<file path="src/rtl/info_frame_pkg.sv">
// Shared InfoFrame types, limits, FSM state encoding and header packing.
// Imported by the builder and by any fixed-content InfoFrame generator.
package info_frame_pkg;

   localparam logic [6:0] VENDOR = 7'h01;
   localparam logic [6:0] AVI    = 7'h02;
   localparam logic [6:0] SPD    = 7'h03;
   localparam logic [6:0] AUDIO  = 7'h04;

   localparam int MAX_PB = 27;

   typedef enum logic [1:0] {
      IDLE  = 2'd0,
      LOAD  = 2'd1,
      FINAL = 2'd2,
      PEND  = 2'd3
   } state_t;

   // {HB2, HB1, HB0} with the InfoFrame marker bit set in HB0
   function automatic logic [23:0] pack_header(input logic [6:0] frame_type,
                                               input logic [7:0] version,
                                               input logic [4:0] length);
      return {3'b000, length, version, 1'b1, frame_type};
   endfunction

endpackage

</file>
<file path="src/rtl/info_frame_pack.sv">
// Combinational PB0..PB27 to four 7-byte subpackets; sub[i] holds PB(7i) in its low byte.
// Zero latency, no flow control.
module info_frame_pack
   import info_frame_pkg::*;
(
   input  logic [MAX_PB:0][7:0] pb,
   output logic [3:0][55:0]     sub
);

   for (genvar i = 0; i < 4; i++) begin : g_sub
      assign sub[i] = pb[7*i +: 7];
   end

endmodule

</file>
<file path="src/rtl/info_frame_builder.sv">
// Serially loaded InfoFrame builder with checksum and double-buffered output; new frame visible n+3 cycles after start.
// Byte input stalls on byte_valid gaps; a finished frame waits in PEND until the scheduler consumes the active one.
module info_frame_builder
   import info_frame_pkg::*;
#(
   parameter int MAX_LENGTH = 27
) (
   input  logic             clk_pixel,
   input  logic             reset,
   input  logic             start,
   input  logic [6:0]       frame_type,
   input  logic [7:0]       version,
   input  logic [4:0]       length,
   input  logic [7:0]       byte_data,
   input  logic             byte_valid,
   output logic             byte_ready,
   output logic             busy,
   output logic             error,
   input  logic             frame_consumed,
   output logic [23:0]      header,
   output logic [3:0][55:0] sub,
   output logic             frame_valid
);

   localparam logic [4:0] MAX_LEN = 5'(MAX_LENGTH);

   state_t                state;
   logic [MAX_PB:0][7:0]  shadow;
   logic [3:0][55:0]      shadow_sub;
   logic [23:0]           cfg_header;
   logic [4:0]            cfg_length;
   logic [4:0]            idx;
   logic [7:0]            sum;
   logic [23:0]           start_header;
   logic [7:0]            start_sum;

   assign start_header = pack_header(frame_type, version, length);
   assign start_sum    = start_header[7:0] + start_header[15:8] + start_header[23:16];

   info_frame_pack u_pack (
      .pb  (shadow),
      .sub (shadow_sub)
   );

   always_ff @(posedge clk_pixel) begin
      if (reset) begin
         state       <= IDLE;
         shadow      <= '0;
         cfg_header  <= '0;
         cfg_length  <= '0;
         idx         <= '0;
         sum         <= '0;
         header      <= '0;
         sub         <= '0;
         frame_valid <= 1'b0;
         byte_ready  <= 1'b0;
         busy        <= 1'b0;
         error       <= 1'b0;
      end else begin
         error <= 1'b0;
         case (state)
            IDLE: begin
               if (start) begin
                  if (length == 5'd0 || length > MAX_LEN) begin
                     error <= 1'b1;
                  end else begin
                     cfg_header <= start_header;
                     cfg_length <= length;
                     // Clearing here keeps bytes of a longer previous frame out of this one
                     shadow     <= '0;
                     sum        <= start_sum;
                     idx        <= 5'd1;
                     byte_ready <= 1'b1;
                     busy       <= 1'b1;
                     state      <= LOAD;
                  end
               end
            end
            LOAD: begin
               // byte_ready is held high for the whole of LOAD, so byte_valid alone is the handshake
               if (byte_valid) begin
                  shadow[idx] <= byte_data;
                  sum         <= sum + byte_data;
                  if (idx == cfg_length) begin
                     byte_ready <= 1'b0;
                     state      <= FINAL;
                  end else begin
                     idx <= idx + 5'd1;
                  end
               end
            end
            FINAL: begin
               shadow[0] <= ~sum + 8'd1;
               state     <= PEND;
            end
            PEND: begin
               if (!frame_valid || frame_consumed) begin
                  header      <= cfg_header;
                  sub         <= shadow_sub;
                  frame_valid <= 1'b1;
                  busy        <= 1'b0;
                  state       <= IDLE;
               end
            end
            default: state <= IDLE;
         endcase
      end
   end

endmodule

</file>
<file path="config.mk">
export PLATFORM = sky130hd
export DESIGN_NAME = info_frame_builder
export DESIGN_NICKNAME = d
export VERILOG_FILES = /design/src/rtl/info_frame_pkg.sv /design/src/rtl/info_frame_pack.sv /design/src/rtl/info_frame_builder.sv
export SDC_FILE = /design/constraint.sdc
export NUM_CORES = 1
export LEC_CHECK = 0
export CAP_MARGIN = 0
export CORE_ASPECT_RATIO = 1.2
export CORE_MARGIN = 2
export CORE_UTILIZATION = 45
export DETAILED_ROUTE_END_ITERATION = 12
export PLACE_DENSITY = 0.77
export SYNTH_ARGS = -nofsm -noshare
export SYNTH_HDL_FRONTEND = slang
export SYNTH_SLANG_ARGS = --single-unit
export TNS_END_PERCENT = 5
</file>
<file path="constraint.sdc">
create_clock -name clk_pixel -period 6.55 [get_ports clk_pixel]
set_clock_uncertainty 0.05 [all_clocks]
set_input_delay 1.965 -clock clk_pixel [delete_from_list [all_inputs] [get_ports clk_pixel]]
set_output_delay 1.965 -clock clk_pixel [all_outputs]
set_load 0.02 [all_outputs]
</file>
Yosys cells after proc, flatten, opt, wreduce, memory -nomap -nowiden
Cells that the tools add are included.
W data, S select, Z words.
Cells by class
  add/sub/neg operators: 5
  $lt $le $gt $ge: 3
  equality and inequality tests: 10
  multiplexer cells: 31
  bitwise gates (word level): 4
  reduce and logical (&&, ||, !) cells: 18
Operators with widths (count)
  $mux W224: 3
  $pmux W216 S2: 1
  $bwmux W224: 1
  $demux W8 S5: 1
  $mux W8: 4
  $pmux W8 S3: 1
  $mux W5: 4
  $add A8 B8 Y8: 2
  $pmux W8 S2: 1
  $reduce_and A5 Y1: 3
  $ne A2 B2 Y1 const B: 6
  $reduce_and A4 Y1: 3
  $mux W2: 5
  $pmux W5 S2: 1
  $add A8 B1 Y8 const B: 1
  $add A8 B5 Y8: 1
  $not A8 Y8: 1
  $pmux W2 S4: 1
  $lt A5 B6 Y1 const B: 1
  $mux W1: 6
  $add A5 B1 Y5 const B: 1
  $eq A5 B5 Y1: 1
  $ge A5 B1 Y1 const B: 1
  $gt A5 B5 Y1 const B: 1
  14 further kinds: 20
Storage, ports and cells
  bits in registers: 514
  input bits: 33
  output and inout port bits: 252
  logic and storage cells: 113

Longest topological paths before layout
Gate-level depths: netlist of the first run.
  depth after elaboration: 7
  depth in mapped cells: 10

Modules after synthesis
Synthesis of the first run repeated with hierarchy kept, for this count alone.
Unflattened totals
  cells, all modules: 2229
  area, all modules: 20409.6 um2
Modules (own cells, without submodules)
  info_frame_builder: instances 1, cells an instance 2005, area each 18728.0 um2, seq. area each 10189.8 um2
  info_frame_pack: instances 1, cells an instance 224, area each 1681.6 um2, seq. area each 0.0 um2

Worst setup path before layout of the first run
Ideal clock, no wire load.
  kind: input-to-reg
  from: in frame_type[1]
  to: reg sum[7]
  library setup time: 101 ps
  arrival: 3902 ps
  data required time: 6399 ps
  setup slack: 2497 ps
  stages: 8
  path buffers: 0
  cells stage by stage: fa_1 -> ha_1 -> fa_1 -> a211oi_1 -> nor2_1 -> mux2i_1 -> o221ai_1 -> o41ai_1
Between the ends
  longest elaborated chain between the ends: 5
RTL lines
  from (decl): line info_frame_builder.sv:11  | input logic [6:0] frame_type,
  $add A8 B8 Y8: line info_frame_builder.sv:38  | assign start_sum = start_header[7:0] + start_header[15:8] + start_header[23:16];
  $add A8 B5 Y8: line info_frame_builder.sv:38
  $mux W8: line info_frame_builder.sv:64  | if (length == 5'd0 || length > MAX_LEN) begin
  $mux W8: line info_frame_builder.sv:63  | if (start) begin
  $pmux W8 S2: line info_frame_builder.sv:61  | case (state)
  to (signal assigned): line info_frame_builder.sv:71  | sum <= start_sum;
  to (signal assigned): line info_frame_builder.sv:83  | sum <= sum + byte_data;
  to (decl): line info_frame_builder.sv:33  | logic [7:0] sum;
No other way between the ends. The select of a mux whose other input is x is not followed.
A chain may end at the register's enable or synchronous reset.

Worst setup path after layout of the first run
  from: in length[1]
  to: reg sum[7]
Between the ends
  longest elaborated chain between the ends: 4
  elaborated cells on any way between the ends: 9
  those cells by class: 1 x add/sub; 1 x order compare; 1 x eq/ne; 3 x mux; 3 x reduce/logical
RTL lines
  from (decl): line info_frame_builder.sv:13  | input logic [4:0] length,
  $add A8 B5 Y8 (tied with other cells): line info_frame_builder.sv:38
  $mux W8 or $logic_or A1 B1 Y1 (tied branches): line info_frame_builder.sv:64
  $mux W8 or $ne A2 B2 Y1 (tied branches)
  $pmux W8 S2 or $reduce_and A4 Y1 (tied branches)
Parallel ways exist; a longest one is shown, timed or not. The select of a mux whose other input is x is not followed.

==> results.cfg, run 1 <==
[timing]
totalNegativeSetupSlack_ps = 0
final-hold-violation-count = 0
worst_slew_margin_rel_pct = 34.1
rsz0062_at_grt = no
report.final.slew_viol_count = 0
final.period_utilization_pct = 64.4
report.final.setup_viol = 0
final_critical_path_setup_slack_ps = 2330
hold_ws_ps = 400
worst-slew-pin-transition_ps = 989
layout_min_cycle_time_ps = 4220
max_freq_mhz = 237

[yosys]
synth_async_sr_flop_share_pct = 0
syn_area_sq_mm = 0.0187
synth_top_area_cell = dfxtp_1
avgSynthCellArea_sq_um = 9.34
mapped_cells = 2005
main_combinational_cell_family_by_area_after_synthesis = compound AO/OA/AOI/OAI gates
ys_warn_count = 0
postSynth.topFlopCell = dfxtp_1
top_cells_by_area_in_the_synthesized_netlist = dfxtp_1 54%, nand2_1 11%, a22o_1 10%, a21oi_1 7.5%, a21oi_4 2.3%
seq_area_frac_synth_pct = 54.4
synth_top_area_share_pct = 54.4
synth-simple-area-share_pct = 14.2
post_synthesis_mux_area_share_pct = 0.534
synth.distinct_cells = 62
yosys_register_bits = 509
share_of_the_synthesized_netlist_area_taken_by_xor_and_xnor_gates_pct = 0.701
synth_adder_area_share_pct = 2.35
synth-edff-count = 0
compound_cell_area_share_of_the_yosys_netlist_pct = 23.7

[job]
timing.max_cap.violations = 0

[critical_path]
worst_setup_path_startpoint = length[1]
crit_type = input pin to flop
endpoint_kind = flop
critical_path.startpoint_type = input pin
critical_path_required_ps = 6970
setup.worst_path.end = sum[7]
minimum_setup_slack_among_reg_to_reg_paths_ps = 3280
worstReg2RegStart = state[1]
rr_endpoint = shadow[88]
crit_path_max_fanout = 3
worstPathArrival_ps = 4640
r2r_cells = 9

[die]
floorplan.die.width_um = 190
top_level_ports = 285
floorplan.core_area_sq_mm = 0.0409
start_util_pct = 45.7
design.die.area_sq_mm = 0.0433
die_y_um = 227
rows = 81

[layout]
areaGrowthSynthToFinish_pct = 25.1
layout-drive-gt1-share_pct = 6.76
fillers = 3512
final_common_cell = nand2_1
finalNetCount = 2275
final_cell_mix = 550 x nand2_1, 509 x dfxtp_1, 280 x a21oi_1, 280 x clkdlybuf4s50_1, 216 x a22o_1
num_antenna_cells = 0

[routing]
via_per_inst = 5.52
route.detailed.wl_per_inst_um = 19.2
route.final.wire_length_mm = 53.5
vias = 15400
number_of_drc_markers_after_the_initial_detailed_route_iteration = 841
remaining_antenna_violation_count_after_routing = 0
detailedRoute.firstPassIterationCount = 5
post-route-drc-count = 0

[pwr]
power_density_mw_per_mm2 = 327
worst_ir_drop_vdd_uv = 207
static-leakage-power_uw = 0.00810

[clock_tree]
clk_pin_slew_ps = 70
cts_max_path_buffers = 3
cts_hold_repair.buffers = 0
tritoncts = yes
post_cts.repair.setup_buffers = 0
cts-htree-levels = 2
cts-resized-gates = 0
clockRootBuffer = clkbuf_16
clk-insertion-delay-late_ps = 570
numCtsBuffers = 47
total_clock_sinks = 509

[placed_design]
gp_routability_congestion = 0.848
post-dp-hpwl_mm = 34.0
placement.io_buffers = 281
dp_worst_setup_slack_ps = 1790

[status]
status = complete, no violations

[grt]
grt_pass1_vias = 15100
grt_overflow_total = 0
grt_pass1_wl_mm = 82.6
gr-usage-all-layers_pct = 24.1
antenna_found_initial = 0
maximum_number_of_pins_on_one_net_before_global_route_repair = 112

[worst_hold_path]
hold_path.class = flop to flop
[metal layers]
layer  up-vias  global-route usage [%]  share of wire [%]
met1      7457                    29.3                 42
met2       463                    42.4                 49
met3       110                    3.98                5.5
met5         -                       0                  0
li1       7371                       -                  -
met4         0                    9.58                3.6
[critical path: stages]
cell and delay [ps]:
clkdlybuf4s50_1 540, fa_1 470, ha_1 260, fa_1 430
a211oi_1 270, nor2_1 120, mux2i_1 160, o221ai_1 120
o41ai_1 300
[synth_stat cells, drive strengths merged (5+ instances only)]
cell	number
fa	7
a22oi	8
a21oi	307
nand2	551
o2bb2ai	8
nor2	50
nand2b	7
ha	24
o21ai	35
a22o	216
nor4	5
dfxtp	509
inv	14
mux2	8
and2	10
clkbuf	95
nor3	8
xnor2	6
buf	45
nand3	7
xor2	9
a211oi	13
[flip-flops by register name, indices dropped and copies added, names as in the netlist]
signal and cells:
header 21, sub 224, shadow 224, frame_valid 1, idx 5, byte_ready 1, state 2, cfg_header 16
cfg_length 5, sum 8, busy 1, error 1
[metrics by stage]
| stage | power [uW] | utilization, % | cells | area, sq um |
|---|---|---|---|---|
| 2_1_floorplan | 4320 | - | 2007 | 18700 |
| 3_3_place_gp | 4640 | 53.0 | 2701 | 21700 |
| 3_5_place_dp | 4680 | 53.0 | 2701 | 21700 |
| 4_1_cts | 7680 | 57.2 | 2788 | 23400 |
| 5_1_grt | 7940 | 57.2 | 2788 | 23400 |
| 6_report | 7650 | 57.2 | 2788 | 23400 |
[power by group]
group,total [uW],switching [uW],leakage [uW],internal [uW]
clock network,3030,1230,0.000832,1800
logic,1390,991,0.00316,395
registers,3240,72.6,0.00410,3160
[logic make-up after synthesis]
kind of cell / after synthesis
other: 1
muxes: 9
DFF: 509
buffers and inverters: 155
AOI/OAI and AO/OA: 622
xor gates and xnor gates: 15
and+or+nand+nor: 663
adders and majority gates: 31
[how the worst min path moves through the flow]
stage / startpoint / slack [ps] / cells past startpoint / to
after global placement: shadow[138] / 390 / 2 / sub[138]
final: shadow[72] / 400 / 2 / sub[72]
after global routing: sub[203] / 420 / 2 / sub[203]
after detailed placement: shadow[217] / 400 / 2 / sub[217]
after CTS: shadow[138] / 400 / 2 / sub[138]
after floorplan: shadow[14] / 380 / 2 / sub[14]
[cell type report]
cell class                      count  area (sq um)  area share [%]
Timing Repair Buffer              295          2960            12.6
Inverter                           15          56.3           0.240
Multi-Input combinational cell   1343          7810            33.3
Tap cell                          539           674            2.88
Sequential cell                   509         10200            43.5
Clock inverter                     23           360            1.54
Clock buffer                       64          1370            5.86
Power figures use the tool's default switching activity.
==> run 2, diff against run 1 <==
--- a/config.mk
+++ b/config.mk
@@ -10,7 +10,7 @@
 export CORE_MARGIN = 2
 export CORE_UTILIZATION = 45
 export DETAILED_ROUTE_END_ITERATION = 12
-export PLACE_DENSITY = 0.77
+export PLACE_DENSITY = 0.8
 export SYNTH_ARGS = -nofsm -noshare
 export SYNTH_HDL_FRONTEND = slang
 export SYNTH_SLANG_ARGS = --single-unit
==> constraint.sdc (replaced) <==
create_clock -name clk_pixel -period 3.39 [get_ports clk_pixel]
set_clock_uncertainty 0.05 [all_clocks]
set_input_delay 1.017 -clock clk_pixel [delete_from_list [all_inputs] [get_ports clk_pixel]]
set_output_delay 1.017 -clock clk_pixel [all_outputs]
set_load 0.02 [all_outputs]
==> results.cfg, run 2 (same netlist as run 1, synthesis figures left out) <==
[layout]
register_area_sq_mm = 0.0102
total_area_of_multi_input_combinational_cells_sq_mm = 0.00781
final_common_cell = nand2_1
finalNetCount = 2318
areaGrowthSynthToFinish_pct = 27.5
layout_top_registers = shadow x224, sub x224, header x21
fillers = 3392
finalNonFillerCells = 2829
final_cell_mix = 550 x nand2_1, 509 x dfxtp_1, 280 x a21oi_1, 280 x clkdlybuf4s50_1, 216 x a22o_1
final_design_area_no_fill_sq_mm = 0.0239
num_antenna_cells = 0
layout-drive-gt1-share_pct = 8.34

[routing]
vias = 15800
route.final.wire_length_mm = 54.4
route.detailed.wl_per_inst_um = 19.2
remaining_antenna_violation_count_after_routing = 0
via_per_inst = 5.58
post-route-drc-count = 0
detailedRoute.firstPassIterationCount = 5
number_of_drc_markers_after_the_initial_detailed_route_iteration = 845

[job]
timing.max_cap.violations = 0

[clock_tree]
cts_max_path_buffers = 3
numCtsBuffers = 48
post_cts.repair.setup_buffers = 0
clk_pin_slew_ps = 70
clk-insertion-delay-late_ps = 570
total_clock_sinks = 509
cts-htree-levels = 2
cts_hold_repair.buffers = 0
cts-resized-gates = 0
clockRootBuffer = clkbuf_16
tritoncts = yes

[timing]
totalNegativeSetupSlack_ps = 0
report.final.slew_viol_count = 0
layout_min_cycle_time_ps = 3190
rsz0062_at_grt = no
max_freq_mhz = 313
report.final.setup_viol = 0
worst_slew_margin_rel_pct = 57.5
final.period_utilization_pct = 94.2
worst-slew-pin-transition_ps = 637
final-hold-violation-count = 0

[placed_design]
gp_routability_congestion = 0.895
place_inst = 2743
placement.io_buffers = 281
post-dp-hpwl_mm = 35.9
placement.cell_area_sq_mm = 0.0222

[die]
design.die.area_sq_mm = 0.0433
floorplan.core_area_sq_mm = 0.0409
start_util_pct = 45.7
rows = 81
top_level_ports = 285
die_y_um = 227
floorplan.die.width_um = 190

[critical_path]
worstPathArrival_ps = 3600
timing.critical_path.cells = clkdlybuf4s50_1, fa_1, ha_1, fa_1, a211oi_1, nor2_1, mux2i_1, o221ai_1, o41ai_1
cp_top_family = adder cells
endpoint_kind = flop
critical_path.startpoint_type = input pin
critical_path_required_ps = 3800
critical_path.n_buffers_inverters = 1
cp_common_cell = fa_1
worst_path_max_delay_cell = fa_1
crit_type = input pin to flop
crit_path_max_fanout = 2
timing.critical_path.slowest_cell_delay_ps = 500

[grt]
grt_pass1_vias = 15200
grt_pass1_wl_mm = 83.9
maximum_number_of_pins_on_one_net_before_global_route_repair = 105
antenna_found_initial = 0
grt_overflow_total = 0
gr-usage-all-layers_pct = 24.4

[pwr]
static-leakage-power_uw = 0.00832
power_density_mw_per_mm2 = 618
worst_ir_drop_vdd_uv = 530

[worst_hold_path]
hold_path.class = flop to flop

[status]
status = complete, no violations
==> run 2: cell count changes in the layout (fill, tap and decap cells not counted) <==
cell / change
buf_4: +24
buf_12: +18
bufinv_16: -2
clkbuf_1: +2
clkbuf_8: -2
clkinv_2: +2
clkinv_4: -2
clkinvlp_4: +1
==> run 2: path summary, 6_finish.rpt <==
path	startpoint	to	slack, ps	depth (start not counted)
max	frame_type[1]	sum[7]	200	9
max reg2reg	state[1]	idx[4]	770	8
min	shadow[157]	sub[157]	400	2
min reg2reg	shadow[157]	sub[157]	400	2
==> run 2: power breakdown <==
part / switching (uW) / total (uW) / internal, uW
sequential: 139 / 6250 / 6110
combinational: 1950 / 2890 / 938
clock: 2330 / 5610 / 3280
==> run 2: per-stage QoR <==
stage	worst slack [ps]	total power, uW	hold WS [ps]	utilization [%]
after global routing	55.3	15300	420	58.3
after detailed placement	-358	9240	392	54.3
after CTS	223	14800	403	58.3
after floorplan	285	8350	382	-
after global placement	-332	9150	388	54.3
final	198	14800	400	58.3
==> run 2: routing by layer <==
| layer | track usage [%] | up-vias | share of wire [%] |
|---|---|---|---|
| met5 | 0 | - | 0 |
| met4 | 9.03 | 0 | 3.4 |
| met3 | 3.90 | 126 | 6.2 |
| met2 | 42.4 | 564 | 49 |
| met1 | 30.7 | 7629 | 41 |
| li1 | - | 7462 | - |
==> run 2: cell type report <==
class,count,share of cell area [%]
Sequential cell,509,42.7
Multi-Input combinational cell,1343,32.7
Inverter,15,0.236
Clock buffer,64,5.66
Timing Repair Buffer,337,14.7
Tap cell,539,2.82
Clock inverter,22,1.26
==> run 2: worst register-to-register path, delay by kind of cell (launching register included) <==
family                   cells  cell delay (ps)
AO/OA/AOI/OAI                3              730
buffers and inverters        3              510
AND/OR/NAND/NOR              1              490
adder cells (fa/ha/maj)      1              430
flip-flops                   1              330
==> run 3, diff against run 2 <==
--- a/config.mk
+++ b/config.mk
@@ -10,7 +10,8 @@
 export CORE_MARGIN = 2
 export CORE_UTILIZATION = 45
 export DETAILED_ROUTE_END_ITERATION = 12
-export PLACE_DENSITY = 0.8
+export DONT_BUFFER_PORTS = 1
+export PLACE_DENSITY = 0.71
 export SYNTH_ARGS = -nofsm -noshare
 export SYNTH_HDL_FRONTEND = slang
 export SYNTH_SLANG_ARGS = --single-unit
==> results.cfg, run 3 (same netlist as run 1, synthesis figures left out) <==
[status]
status = complete, no violations

[routing]
remaining_antenna_violation_count_after_routing = 0
number_of_drc_markers_after_the_initial_detailed_route_iteration = 872
post-route-drc-count = 0
detailedRoute.firstPassIterationCount = 7
route.detailed.wl_per_inst_um = 20.5
route.final.wire_length_mm = 51.6
vias = 14200
via_per_inst = 5.65

[critical_path]
timing.critical_path.cells = inv_1, ha_1, a21oi_1, and2_2, a22o_1
cp_top_family = compound AO/OA/AOI/OAI gates
endpoint_kind = flop
worst_path_max_delay_cell = and2_2
worstPathArrival_ps = 3260
critical_path_required_ps = 3860
critical_path.startpoint_type = flop
critical_path.n_buffers_inverters = 1
timing.critical_path.slowest_cell_delay_ps = 840
crit_path_max_fanout = 27
crit_type = flop to flop

[clock_tree]
numCtsBuffers = 48
total_clock_sinks = 509
cts-htree-levels = 2
tritoncts = yes
cts_hold_repair.buffers = 0
clk_pin_slew_ps = 70
clockRootBuffer = clkbuf_16
post_cts.repair.setup_buffers = 0
cts_max_path_buffers = 3
clk-insertion-delay-late_ps = 600
cts-resized-gates = 0

[grt]
antenna_found_initial = 0
maximum_number_of_pins_on_one_net_before_global_route_repair = 318
grt_pass1_vias = 13700
grt_pass1_wl_mm = 78.5
gr-usage-all-layers_pct = 23.2
grt_overflow_total = 0

[timing]
totalNegativeSetupSlack_ps = 0
layout_min_cycle_time_ps = 2790
rsz0062_at_grt = no
report.final.setup_viol = 0
report.final.slew_viol_count = 0
worst-slew-pin-transition_ps = 856
max_freq_mhz = 359
hold_ws_ps = 394
final-hold-violation-count = 0
worst_slew_margin_rel_pct = 42.9
final.period_utilization_pct = 82.2

[layout]
total_area_of_multi_input_combinational_cells_sq_mm = 0.00781
areaGrowthSynthToFinish_pct = 11.1
finalNetCount = 2005
num_antenna_cells = 0
layout-drive-gt1-share_pct = 8.48
final_common_cell = nand2_1
layout_top_registers = shadow x224, sub x224, header x21
final_cell_mix = 550 x nand2_1, 509 x dfxtp_1, 280 x a21oi_1, 216 x a22o_1
register_area_sq_mm = 0.0102
fillers = 3754

[job]
timing.max_cap.violations = 0

[placed_design]
placement.io_buffers = 0
gp_routability_congestion = 0.885
post-dp-hpwl_mm = 32.2

[die]
floorplan.core_area_sq_mm = 0.0409
top_level_ports = 285
rows = 81
floorplan.die.width_um = 190
start_util_pct = 45.7
design.die.area_sq_mm = 0.0433
die_y_um = 227

[worst_hold_path]
hold_path.class = flop to flop

[pwr]
power.total_uw = 14900
static-leakage-power_uw = 0.00724
power_density_mw_per_mm2 = 715
worst_ir_drop_vdd_uv = 388
## run 3: metal layers
metal | routed length (um) | track usage, %
met5 | 0 | 0
met4 | 1990 | 9.63
met3 | 3700 | 5.92
met2 | 24900 | 39.7
met1 | 21100 | 27.8
## run 3: report_power, final
part | switching (uW) | internal [uW] | total (uW)
clock network | 2400 | 3640 | 6040
registers | 163 | 6110 | 6280
logic | 1800 | 760 | 2560
## run 3: final cells by class
class,count,area share (%)
Clock buffer,58,6.34
Sequential cell,509,49.0
Timing Repair Buffer,24,1.35
Multi-Input combinational cell,1343,37.5
Tap cell,539,3.24
Clock inverter,31,2.32
Inverter,15,0.271
## run 3: path summary, 6_finish.rpt
check	from	endpoint	slack [ps]	depth (start not counted)
worst min-delay path	shadow[110]	sub[110]	390	2
worst max register to register	state[0]	shadow[73]	600	5
worst min register to register	shadow[110]	sub[110]	390	2
worst max-delay path	state[0]	shadow[73]	600	5
## run 3: metrics by stage
step	setup WS, ps	std cells	cell area [sq um]	utilization (%)
after global routing	413	2519	20800	50.8
final	603	2519	20800	50.8
after global placement	122	2430	19000	46.4
after detailed placement	145	2430	19000	46.4
after CTS	601	2519	20800	50.8
after floorplan	285	2007	18700	-
## run 3: worst reg2reg max path, cell delays in order (launching register included)
cell	delay, ps
dfxtp_1	380
inv_1	100
ha_1	360
a21oi_1	730
and2_2	840
a22o_1	260
